## config.mk

```make
export PLATFORM = sky130hd
export DESIGN_NAME = four_bit_divider
export DESIGN_NICKNAME = d
export VERILOG_FILES = /design/src/rtl/div_pkg.sv /design/src/rtl/div_step.sv /design/src/rtl/four_bit_divider.sv
export SDC_FILE = /design/constraint.sdc
export NUM_CORES = 1
export LEC_CHECK = 0
export CELL_PAD_IN_SITES_DETAIL_PLACEMENT = 1
export CELL_PAD_IN_SITES_GLOBAL_PLACEMENT = 2
export CORE_ASPECT_RATIO = 1.2
export CORE_MARGIN = 1.5
export CORE_UTILIZATION = 34
export CTS_CLUSTER_DIAMETER = 30
export DETAILED_ROUTE_END_ITERATION = 10
export PLACE_DENSITY_LB_ADDON = 0.1
export RECOVER_POWER = 100
export SLEW_MARGIN = 20
export SYNTH_ARGS = -nofsm -noshare
export SYNTH_HDL_FRONTEND = slang
export SYNTH_HIERARCHICAL = 1
export SYNTH_SLANG_ARGS = --single-unit
```

## constraint.sdc

```tcl
create_clock -name clk -period 6.6 [get_ports clk]
set_input_delay 0.99 -clock clk [delete_from_list [all_inputs] [get_ports clk]]
set_output_delay 0.99 -clock clk [all_outputs]
set_load 0.02 [all_outputs]
```

## src/rtl/div_pkg.sv

```systemverilog
// Shared definitions for the sequential restoring divider: default operand
// width and FSM state encodings.
package div_pkg;

  localparam int DIV_WIDTH = 4;

  typedef enum logic [1:0] {
    ST_IDLE = 2'd0,
    ST_RUN  = 2'd1,
    ST_DONE = 2'd2
  } div_state_e;

endpackage

```

## src/rtl/div_step.sv

```systemverilog
// One restoring-division iteration: trial subtract of the divisor from the
// shifted partial remainder, built as a full-adder ripple chain on ~D with carry-in 1.
module div_step #(
  parameter int WIDTH = 4
) (
  input  logic [WIDTH:0]   p_shifted_i,
  input  logic [WIDTH-1:0] d_i,
  output logic [WIDTH:0]   p_next_o,
  output logic             q_bit_o
);

  logic [WIDTH:0] d_inv;
  logic [WIDTH:0] carry;
  logic [WIDTH:0] trial;

  assign d_inv    = ~{1'b0, d_i};
  assign carry[0] = 1'b1;

  for (genvar i = 0; i <= WIDTH; i++) begin : g_fa
    assign trial[i] = p_shifted_i[i] ^ d_inv[i] ^ carry[i];
    if (i < WIDTH) begin : g_carry
      assign carry[i+1] = (p_shifted_i[i] & d_inv[i]) |
                          (p_shifted_i[i] & carry[i]) |
                          (d_inv[i]       & carry[i]);
    end
  end

  // A clear sign bit means the divisor fit; otherwise restore the shifted value.
  assign q_bit_o  = ~trial[WIDTH];
  assign p_next_o = q_bit_o ? trial : p_shifted_i;

endmodule

```

## src/rtl/four_bit_divider.sv

```systemverilog
// Sequential unsigned restoring divider: accepts dividend/divisor on start,
// retires one quotient bit per clock and strobes done with the results.
module four_bit_divider
  import div_pkg::*;
#(
  parameter int WIDTH = DIV_WIDTH
) (
  input  logic             clk,
  input  logic             rst_n,
  input  logic             start,
  input  logic [WIDTH-1:0] dividend,
  input  logic [WIDTH-1:0] divisor,
  output logic [WIDTH-1:0] quotient,
  output logic [WIDTH-1:0] remainder,
  output logic             busy,
  output logic             done,
  output logic             div_by_zero
);

  localparam int CNT_W = (WIDTH > 1) ? $clog2(WIDTH) : 1;

  div_state_e       state_q, state_d;
  logic [WIDTH-1:0] q_q, q_d;
  logic [WIDTH:0]   p_q, p_d;
  logic [WIDTH-1:0] d_q, d_d;
  logic [CNT_W-1:0] cnt_q, cnt_d;
  logic [WIDTH-1:0] quot_q, quot_d;
  logic [WIDTH-1:0] rem_q, rem_d;
  logic             busy_q, busy_d;
  logic             done_q, done_d;
  logic             dbz_q, dbz_d;

  logic [2*WIDTH:0] pq_shift;
  logic [WIDTH:0]   p_next;
  logic             q_bit;
  logic [WIDTH-1:0] q_new;

  assign pq_shift = {p_q, q_q} << 1;
  assign q_new    = pq_shift[WIDTH-1:0] | {{(WIDTH-1){1'b0}}, q_bit};

  div_step #(.WIDTH(WIDTH)) u_step (
    .p_shifted_i (pq_shift[2*WIDTH:WIDTH]),
    .d_i         (d_q),
    .p_next_o    (p_next),
    .q_bit_o     (q_bit)
  );

  always_comb begin
    // NOTE: every next-state value defaults to its register first, so no path
    // through the case can leave a signal unassigned and infer a latch.
    state_d = state_q;
    q_d     = q_q;
    p_d     = p_q;
    d_d     = d_q;
    cnt_d   = cnt_q;
    quot_d  = quot_q;
    rem_d   = rem_q;
    dbz_d   = dbz_q;
    busy_d  = 1'b0;
    done_d  = 1'b0;

    unique case (state_q)
      ST_IDLE, ST_DONE: begin
        state_d = ST_IDLE;
        if (start) begin
          if (divisor != '0) begin
            state_d = ST_RUN;
            q_d     = dividend;
            p_d     = '0;
            d_d     = divisor;
            cnt_d   = CNT_W'(WIDTH - 1);
            busy_d  = 1'b1;
          end else begin
            state_d = ST_DONE;
            quot_d  = '1;
            rem_d   = dividend;
            dbz_d   = 1'b1;
            done_d  = 1'b1;
          end
        end
      end
      ST_RUN: begin
        p_d    = p_next;
        q_d    = q_new;
        cnt_d  = cnt_q - CNT_W'(1);
        busy_d = 1'b1;
        if (cnt_q == '0) begin
          state_d = ST_DONE;
          quot_d  = q_new;
          rem_d   = p_next[WIDTH-1:0];
          dbz_d   = 1'b0;
          busy_d  = 1'b0;
          done_d  = 1'b1;
        end
      end
      default: state_d = ST_IDLE;
    endcase
  end

  // NOTE: reset is sampled on the clock edge, and every register, including
  // the Q/P/D working set, is cleared so a discarded operation leaves no trace.
  always_ff @(posedge clk) begin
    if (!rst_n) begin
      state_q <= ST_IDLE;
      q_q     <= '0;
      p_q     <= '0;
      d_q     <= '0;
      cnt_q   <= '0;
      quot_q  <= '0;
      rem_q   <= '0;
      busy_q  <= 1'b0;
      done_q  <= 1'b0;
      dbz_q   <= 1'b0;
    end else begin
      state_q <= state_d;
      q_q     <= q_d;
      p_q     <= p_d;
      d_q     <= d_d;
      cnt_q   <= cnt_d;
      quot_q  <= quot_d;
      rem_q   <= rem_d;
      busy_q  <= busy_d;
      done_q  <= done_d;
      dbz_q   <= dbz_d;
    end
  end

  assign quotient    = quot_q;
  assign remainder   = rem_q;
  assign busy        = busy_q;
  assign done        = done_q;
  assign div_by_zero = dbz_q;

endmodule

```

==> results.toml <==
[status]
status = "completed"

[final_layout]
nets = 163
drive_above_1_share_pct = 5.517
synthToLayoutAreaGrowth_pct = 17.71
fill_cells = 420
layout_common_cells = "dfxtp_1 (27), nand2_1 (15), dlygate4sd3_1 (13)"
multi_input_area_um2 = 595.6
antenna_cells = 0
seq_area_um2 = 540.5
mostFrequentLayoutCell = "dfxtp_1"
final_cells = 182

[cts]
cts.repair.resized = 0
postCtsSetupBuffers = 0
clk_pin_slew_worst_paths_ns = 0.09
cts-hold-fix-buffers = 0
clockBufferDepth = 2
cts_buffers = 3
htreeDepth = 1
cts_root_buf = "clkbuf_8"
clock_latency_ns = 0.27
cts.sinks = 27
cts_tree = "built"

[power]
peakVddDrop_mv = 0.09825
p_per_area_nw_per_um2 = 250.8
p_leak_nw = 0.6351

[synth]
synth_area_um2 = 1244
syn_inst = 127
synth_cell_type_count = 32
ys_ff_latch = 27
yosysWarnings = 6
syn_avg_cell_area_um2 = 9.793
ys_seq_area_share_pct = 43.46
syn_nets = 144

[detailed_routing]
antenna_left = 0
drc = 0
viasPerCell = 5.302
wl_per_cell_um = 16.07
dr.pass1.iters = 5
routed_wl_um = 2924
drt-initial-drc-count = 32
vias = 965

[floorplanning]
core_um2 = 3425
rows = 23
num_io_pins = 22
fp.dieH_um = 69.26
die_area_um2 = 4031
start_util_pct = 36.32
die_x_um = 58.21

[critical_path]
worstSetupPathType = "primary input to register"
critPathCaptureType = "register"
cp_cell_sequence = "dlygate4sd3_1 -> nor4_1 -> a2bb2oi_1 -> nand3_1 -> o211a_1"
arrival_ns = 3.46
worstSetupStartpointType = "primary input"
critPathSlowestCell = "a2bb2oi_1"
cpPeakStageDelay_ns = 1.03
required_ns = 6.77
path_max_fanout = 15

[timing]
slew_headroom_pct = 14.80
slew_viol_final = 0
setup_violations = 0
clock_skew_ns = 0.004257
fmax_mhz = 304.1
fin_setup_tns_ns = 0
fin_crit_sh_pct = 49.82
worstMarginPinSlew_ns = 1.273
fin_crit_ns = 3.288
holdWs_ns = 0.4635
finalHoldViolCount = 0
rsz0062_at_grt = "false"

[placed_design]
placedCellCount = 178
port_buffers = 21
place.gp.congestion = 0.7297
hpwl_um = 2117

[global_routing]
grt_pass1_wl_um = 5002
antenna_found_initial = 0
grt_pass1_vias = 1046
grt_use_total_pct = 16.26
gr-total-overflow = 0
grt_max_degree = 28

[hold_path]
hold_path_class = "register to register"

[flow_run]
drv_cap = 0
## kinds of logic (layout without fill, tap and decap cells)
| group | Yosys count | after routing | synth area share [%] |
|---|---|---|---|
| AOI/OAI and AO/OA | 29 | 29 | 20.52 |
| DFF | 27 | 27 | 43.46 |
| adders and majority gates | 6 | 6 | 7.848 |
| muxes | 3 | 3 | 2.415 |
| buffers and inverters | 14 | 32 | 5.533 |
| and+or+nand+nor | 48 | 48 | 20.22 |
## sequential cells by signal (all words and copies together), names as in the netlist
register and cells:
p_q 4, quotient 4, done 1, busy 1
q_q 4, remainder 4, state_q 2, div_by_zero 1
cnt_q 2, d_q 4
## routing by layer
layer / routed length, um / track usage, %
met1: 1432 / 21.37
met2: 1381 / 26.64
met3: 66 / 2.425
met4: 43 / 5.943
met5: 0 / 0
## cells in the mapped netlist
| cell | instances | area share [%] |
|---|---|---|
| dfxtp_1 | 27 | 43 |
| nand2_1 | 14 | 4.2 |
| nor2_1 | 8 | 2.4 |
| nor3_1 | 8 | 3.2 |
| inv_1 | 7 | 2.1 |
| nor2b_1 | 5 | 2.5 |
| o211a_1 | 5 | 4.0 |
| a21boi_2 | 4 | 3.6 |
| a22oi_1 | 4 | 2.4 |
| nand3_1 | 4 | 1.6 |
| o21ai_0 | 4 | 1.6 |
| a21oi_1 | 3 | 1.2 |
| clkbuf_1 | 3 | 0.91 |
| fa_1 | 3 | 4.8 |
| ha_1 | 3 | 3.0 |
| mux2i_1 | 3 | 2.4 |
| o221a_2 | 3 | 2.7 |
| and2_1 | 2 | 1.0 |
| buf_6 | 2 | 1.8 |
| nand2b_1 | 2 | 1.0 |
| o21a_1 | 2 | 1.2 |
| a21oi_4 | 1 | 1.3 |
| a2bb2oi_2 | 1 | 1.2 |
| and2b_4 | 1 | 0.80 |
| buf_1 | 1 | 0.30 |
| buf_2 | 1 | 0.40 |
| nand2_4 | 1 | 0.91 |
| nand3b_1 | 1 | 0.60 |
| nor4_2 | 1 | 1.0 |
| o21ai_1 | 1 | 0.40 |
| o311a_1 | 1 | 0.80 |
| or4_4 | 1 | 0.91 |
## final timing paths
path                     from           end  slack [ns]  cells past startpoint
setup reg to reg       q_q[3]  remainder[3]        3.57                     12
hold reg to reg   quotient[3]   quotient[3]        0.46                      2
hold / removal    quotient[3]   quotient[3]        0.46                      2
setup / recovery   divisor[0]  remainder[3]        3.31                      5
## metrics by stage
stage	utilization, %	setup WS, ns	area, um2	power (mW)
final	42.75	3.312	1464	0.3671
after global placement	42.56	3.618	1458	0.2811
after detailed placement	42.56	3.561	1458	0.2824
after floorplan	-	3.777	1244	0.2532
after CTS	43.88	3.544	1503	0.3791
after global routing	42.75	3.074	1464	0.3909
## area by class of cell
type / instances / share of cell area [%]
sequential: 27 / 36.92
inverter: 7 / 1.795
tap: 37 / 3.162
timing repair buffer: 21 / 14.36
multi-input combinational: 86 / 40.68
clock buffer: 4 / 3.077
## report_power, final
part           switching, mW  internal, mW
combinational         0.0485        0.0386
sequential           0.00830         0.177
clock                 0.0514        0.0433
total                  0.108         0.259
## critical path, delay by kind of cell
kind	cells	cell delay [ns]
compound gates	2	1.24
buf+inv	1	0.57
simple gates	2	0.66
Note: power is estimated with default switching activity, not from simulation.
